[config.mk]
export PLATFORM = sky130hd
export DESIGN_NAME = mac_driver
export DESIGN_NICKNAME = d
export VERILOG_FILES = /design/src/rtl/mac_driver.sv
export SDC_FILE = /design/constraint.sdc
export NUM_CORES = 1
export LEC_CHECK = 0
export ABC_CLOCK_PERIOD_IN_PS = 7040
export CORE_MARGIN = 8
export CORE_UTILIZATION = 49
export CTS_BUF_LIST = sky130_fd_sc_hd__clkbuf_16
export CTS_CLUSTER_DIAMETER = 60
export DETAILED_ROUTE_END_ITERATION = 16
export GPL_TIMING_DRIVEN = 0
export PLACE_DENSITY = 0.8
export RECOVER_POWER = 50
export SLEW_MARGIN = 20
export SYNTH_ARGS = -nofsm -noshare
export SYNTH_HDL_FRONTEND = slang
export SYNTH_SLANG_ARGS = --single-unit
[constraint.sdc]
create_clock -name clk -period 7.04 [get_ports clk]
set_clock_uncertainty 0.05 [all_clocks]
set_input_delay 1.408 -clock clk [delete_from_list [all_inputs] [get_ports clk]]
set_output_delay 1.408 -clock clk [all_outputs]
set_load 0.03 [all_outputs]
[src/rtl/mac_driver.sv]
// rtl/mac_driver.sv - loads 28 MAC node operands, fires the node, returns two results
// Results are captured from the node and streamed out as two 17-bit words.
module mac_driver #(
  parameter int WAIT_MAX = 7
) (
  input  logic               clk,
  input  logic               rst,
  input  logic signed [4:0]  s_data,
  input  logic               s_valid,
  output logic               s_ready,
  output logic signed [4:0]  x0,
  output logic signed [4:0]  x1,
  output logic signed [4:0]  x2,
  output logic signed [4:0]  x3,
  output logic signed [4:0]  w04,
  output logic signed [4:0]  w05,
  output logic signed [4:0]  w06,
  output logic signed [4:0]  w07,
  output logic signed [4:0]  w14,
  output logic signed [4:0]  w15,
  output logic signed [4:0]  w16,
  output logic signed [4:0]  w17,
  output logic signed [4:0]  w24,
  output logic signed [4:0]  w25,
  output logic signed [4:0]  w26,
  output logic signed [4:0]  w27,
  output logic signed [4:0]  w34,
  output logic signed [4:0]  w35,
  output logic signed [4:0]  w36,
  output logic signed [4:0]  w37,
  output logic signed [4:0]  w48,
  output logic signed [4:0]  w58,
  output logic signed [4:0]  w49,
  output logic signed [4:0]  w59,
  output logic signed [4:0]  w68,
  output logic signed [4:0]  w69,
  output logic signed [4:0]  w78,
  output logic signed [4:0]  w79,
  output logic               in_ready,
  input  logic signed [16:0] out0,
  input  logic signed [16:0] out1,
  input  logic               out0_ready,
  input  logic               out1_ready,
  output logic signed [16:0] r_data,
  output logic               r_valid,
  input  logic               r_ready,
  output logic               err
);

  typedef enum logic [2:0] {LOAD, FIRE, WAIT, SEND0, SEND1} state_t;

  state_t             state_q, state_d;
  logic [4:0]         cnt_q, cnt_d;
  logic [2:0]         wcnt_q, wcnt_d;
  logic signed [4:0]  regs_q [28];
  logic signed [4:0]  regs_d [28];
  logic signed [16:0] hold0_q, hold0_d;
  logic signed [16:0] hold1_q, hold1_d;
  logic signed [16:0] r_data_q, r_data_d;
  logic               r_valid_q, r_valid_d;
  logic               in_ready_q, in_ready_d;
  logic               err_q, err_d;

  always_comb begin
    state_d   = state_q;
    cnt_d     = cnt_q;
    wcnt_d    = wcnt_q;
    regs_d    = regs_q;
    hold0_d   = hold0_q;
    hold1_d   = hold1_q;
    r_data_d  = r_data_q;
    r_valid_d = r_valid_q;
    err_d     = err_q;
    case (state_q)
      LOAD: begin
        if (s_valid) begin
          regs_d[cnt_q] = s_data;
          if (cnt_q == 5'd27) begin
            cnt_d   = 5'd0;
            state_d = FIRE;
          end else begin
            cnt_d = cnt_q + 5'd1;
          end
        end
      end
      FIRE: state_d = WAIT;
      WAIT: begin
        // Both flags are required; a lone flag counts as another wait cycle.
        if (out0_ready && out1_ready) begin
          hold0_d   = out0;
          hold1_d   = out1;
          r_data_d  = out0;
          r_valid_d = 1'b1;
          wcnt_d    = 3'd0;
          state_d   = SEND0;
        end else if (wcnt_q == WAIT_MAX[2:0]) begin
          err_d   = 1'b1;
          wcnt_d  = 3'd0;
          state_d = LOAD;
        end else begin
          wcnt_d = wcnt_q + 3'd1;
        end
      end
      SEND0: begin
        if (r_ready) begin
          r_data_d = hold1_q;
          state_d  = SEND1;
        end
      end
      SEND1: begin
        if (r_ready) begin
          r_valid_d = 1'b0;
          state_d   = LOAD;
        end
      end
      default: state_d = LOAD;
    endcase
    in_ready_d = (state_d == FIRE);
  end

  always_ff @(posedge clk or posedge rst) begin
    if (rst) begin
      state_q    <= LOAD;
      cnt_q      <= 5'd0;
      wcnt_q     <= 3'd0;
      for (int i = 0; i < 28; i++) regs_q[i] <= '0;
      hold0_q    <= '0;
      hold1_q    <= '0;
      r_data_q   <= '0;
      r_valid_q  <= 1'b0;
      in_ready_q <= 1'b0;
      err_q      <= 1'b0;
    end else begin
      state_q    <= state_d;
      cnt_q      <= cnt_d;
      wcnt_q     <= wcnt_d;
      regs_q     <= regs_d;
      hold0_q    <= hold0_d;
      hold1_q    <= hold1_d;
      r_data_q   <= r_data_d;
      r_valid_q  <= r_valid_d;
      in_ready_q <= in_ready_d;
      err_q      <= err_d;
    end
  end

  assign s_ready  = (state_q == LOAD) && !rst;
  assign in_ready = in_ready_q;
  assign r_data   = r_data_q;
  assign r_valid  = r_valid_q;
  assign err      = err_q;

  assign x0  = regs_q[0];   assign x1  = regs_q[1];
  assign x2  = regs_q[2];   assign x3  = regs_q[3];
  assign w04 = regs_q[4];   assign w05 = regs_q[5];
  assign w06 = regs_q[6];   assign w07 = regs_q[7];
  assign w14 = regs_q[8];   assign w15 = regs_q[9];
  assign w16 = regs_q[10];  assign w17 = regs_q[11];
  assign w24 = regs_q[12];  assign w25 = regs_q[13];
  assign w26 = regs_q[14];  assign w27 = regs_q[15];
  assign w34 = regs_q[16];  assign w35 = regs_q[17];
  assign w36 = regs_q[18];  assign w37 = regs_q[19];
  assign w48 = regs_q[20];  assign w58 = regs_q[21];
  assign w49 = regs_q[22];  assign w59 = regs_q[23];
  assign w68 = regs_q[24];  assign w69 = regs_q[25];
  assign w78 = regs_q[26];  assign w79 = regs_q[27];

endmodule

==> flow_metrics.env <==
export IMPL_fillCellCount=1142
export IMPL_startpoint_type="primary input"
export IMPL_cpPeakStageDelay_ps=2300
export IMPL_crit_fanout=93
export IMPL_cts_setup_buffers=0
export IMPL_fin_crit_ps=4560
export IMPL_cts_clk_slew_worst_paths_ps=70
export IMPL_synthDistinctLibCells=38
export IMPL_setup_tns_ps=0
export IMPL_synth_edf_count=0
export IMPL_setup_slack_ps=2480
export IMPL_gp_congestion=0.796
export IMPL_track_usage_pct=20.6
export IMPL_violations="max-capacitance violations, max-slew violations"
export IMPL_grt_pass1_wl_um=31900
export IMPL_vdd_ir_drop_max_mv=0.276
export IMPL_nets=780
export IMPL_syn_area_per_cell_um2=15.1
export IMPL_cts_tree="done"
export IMPL_cts_hold_buffers_added=0
export IMPL_syn_nets=560
export IMPL_slew_viol_final=104
export IMPL_worst_path_buf_inv=2
export IMPL_path_cells="dlygate4sd3_1 > clkinvlp_2"
export IMPL_path_class="primary input to asynchronous set/reset pin"
export IMPL_crit_cells=2
export IMPL_grt_use_met2_pct=33.9
export IMPL_grt_pass1_vias=5583
export IMPL_final_hold_viol_count=0
export IMPL_rsz0062_at_grt="no"
export IMPL_cap_viol_max_count=2
export IMPL_rrSetupSlack_ps=3760
export IMPL_root_buffer="clkbuf_16"
export IMPL_path_delay_family="buffers and inverters"
export IMPL_multi_input_area_um2=2780
export IMPL_min_period_over_period_pct=64.7
export IMPL_required_ps=6820
export IMPL_syn_cell_area_um2=7700
export IMPL_areaGrowthSynthToFinish_pct=36.3
export IMPL_relSlewSlack_pct=-173
export IMPL_drtPass1Iterations=4
export IMPL_use_met1_pct=24.2
export IMPL_n_antenna_cell=0
export IMPL_cpMaxStageDelayCell="clkinvlp_2"
export IMPL_dieArea_um2=20000
export IMPL_vias=5094
export IMPL_synth_ff_type="dfrtp_1"
export IMPL_antenna_found_initial=1
export IMPL_power_density_nw_per_um2=492
export IMPL_drt_iter0_drc=206
export IMPL_layout_drive_gt1_share_pct=32.1
export IMPL_dieHeight_um=141
export IMPL_synth_seq_area_share_pct=61.1
export IMPL_reg2regPathDepth=5
export IMPL_wl_um=20100
export IMPL_clock_latency_ps=430
export IMPL_seq_area_um2=4700
export IMPL_hold_path_startpoint="err"
export IMPL_cp_end_kind="asynchronous set/reset pin"
export IMPL_total_leakage_power_nw=4.64
export IMPL_worstHoldEndpoint="err"
export IMPL_boundaryPins=206
export IMPL_drt_antenna_violating_nets=0
export IMPL_fmax_ghz=0.219
export IMPL_arrival_ps=4340
export IMPL_tightest_slew_ps=4070
export IMPL_wl_per_cell_um=21.0
export IMPL_async_flop_share_pct=100
export IMPL_core_region_area_um2=15600
export IMPL_yosysTopAreaCell="dfrtp_1"
export IMPL_synth_top_area_share_pct=61.1
export IMPL_start_util_pct=49.4
export IMPL_grt_busiest_layer="met2"
export IMPL_yosysWarnings=0
export IMPL_grtUsageMet3_pct=8.74
export IMPL_post_place_ws_ps=2680
export IMPL_final_common_cell="dfrtp_1"
export IMPL_overflow=0
export IMPL_drc_errors=0
export IMPL_synthCells=509
export IMPL_num_rows=46
export IMPL_routed_via_density=5.32
export IMPL_grt_max_degree=97
export IMPL_ctsLongestPathBuffers=2
export IMPL_final_cell_mix="188 x dfrtp_1, 175 x clkdlybuf4s50_1, 143 x mux2_2, 25 x dlygate4sd3_1, 20 x clkbuf_1"
export IMPL_r2r_end="w17[2]"
export IMPL_numCtsBuffers=17
export IMPL_cts_sinks=188
export IMPL_synth_seq_cells=188
export IMPL_io_buffers=200
export IMPL_hold_depth=1
export IMPL_htreeDepth=4
export IMPL_netlist_top_cells_area="dfrtp_1 61%, mux2_2 21%, mux2_4 2.9%"
export IMPL_status="complete, but fails checks"
export IMPL_timing_rr_start="state_q[0]"
export IMPL_hp_class="flip-flop to flip-flop"
export IMPL_dp_hpwl_um=14800
export IMPL_setup_viol=0
export IMPL_ctsResizeCount=0
export IMPL_fp_dieW_um=141
-- layer usage --
layer | share of wire (%) | vias to the layer above
met1 | 40 | 2636
met5 | 0 | -
met3 | 9.4 | 21
met4 | 1.5 | 0
met2 | 49 | 161
li1 | - | 2276
-- area by class of cell --
type                    count  area share, %
plain buffers              33           1.39
clock buffers              17           4.05
clock inverters            15           1.05
inverters                   9          0.334
multi-input cells         279           26.4
flip-flops and latches    188           44.8
well taps                 216           2.57
repair buffers            201           19.3
-- how the worst max path moves through the flow --
stage | to | slack (ps) | start
3_5_place_dp | s_ready | 2680 | rst
2_1_floorplan | cnt_q[0] | 470 | rst
4_1_cts | s_ready | 2670 | rst
6_report | w24[0] | 2480 | rst
3_3_place_gp | w49[3] | -1540 | rst
5_1_grt | w24[0] | 1800 | rst
-- power breakdown --
group	internal (mW)	switching [mW]
clock network	0.480	0.397
registers	1.54	0.260
logic	1.10	1.38
-- synth_stat cells, types with 4 or more instances --
library cell / count
ha_1: 6
nand3_1: 6
buf_1: 5
nand2_1: 16
inv_1: 9
o221a_2: 17
or2_2: 17
buf_6: 4
nand4_1: 8
dfrtp_1: 188
mux2_4: 15
o21ai_0: 5
nand4b_1: 9
clkbuf_1: 17
buf_2: 7
mux2_2: 143
-- cells by family (layout without fill, tap and decap cells) --
kind of cell | Yosys count | count (layout) | share of synthesized area (%)
flops | 188 | 188 | 61.1
mux | 158 | 158 | 23.8
simple gates | 84 | 84 | 7.93
buf+inv | 42 | 275 | 2.55
compound gates | 31 | 31 | 3.65
fa+ha+maj | 6 | 6 | 0.974
-- through the flow --
stage                     instances  util, %  instance area [µm²]  hold slack, ps  power (mW)
after floorplan                 509        -                 7700             393        3.26
after global placement          925     64.0                 9980             407        4.26
after detailed placement        926     64.2                10000             418        4.35
after CTS                       958     67.6                10500             437        5.24
after global routing            958     67.3                10500             457        5.41
final                           958     67.3                10500             434        5.16
Note: power is estimated with default switching activity, not from simulation.
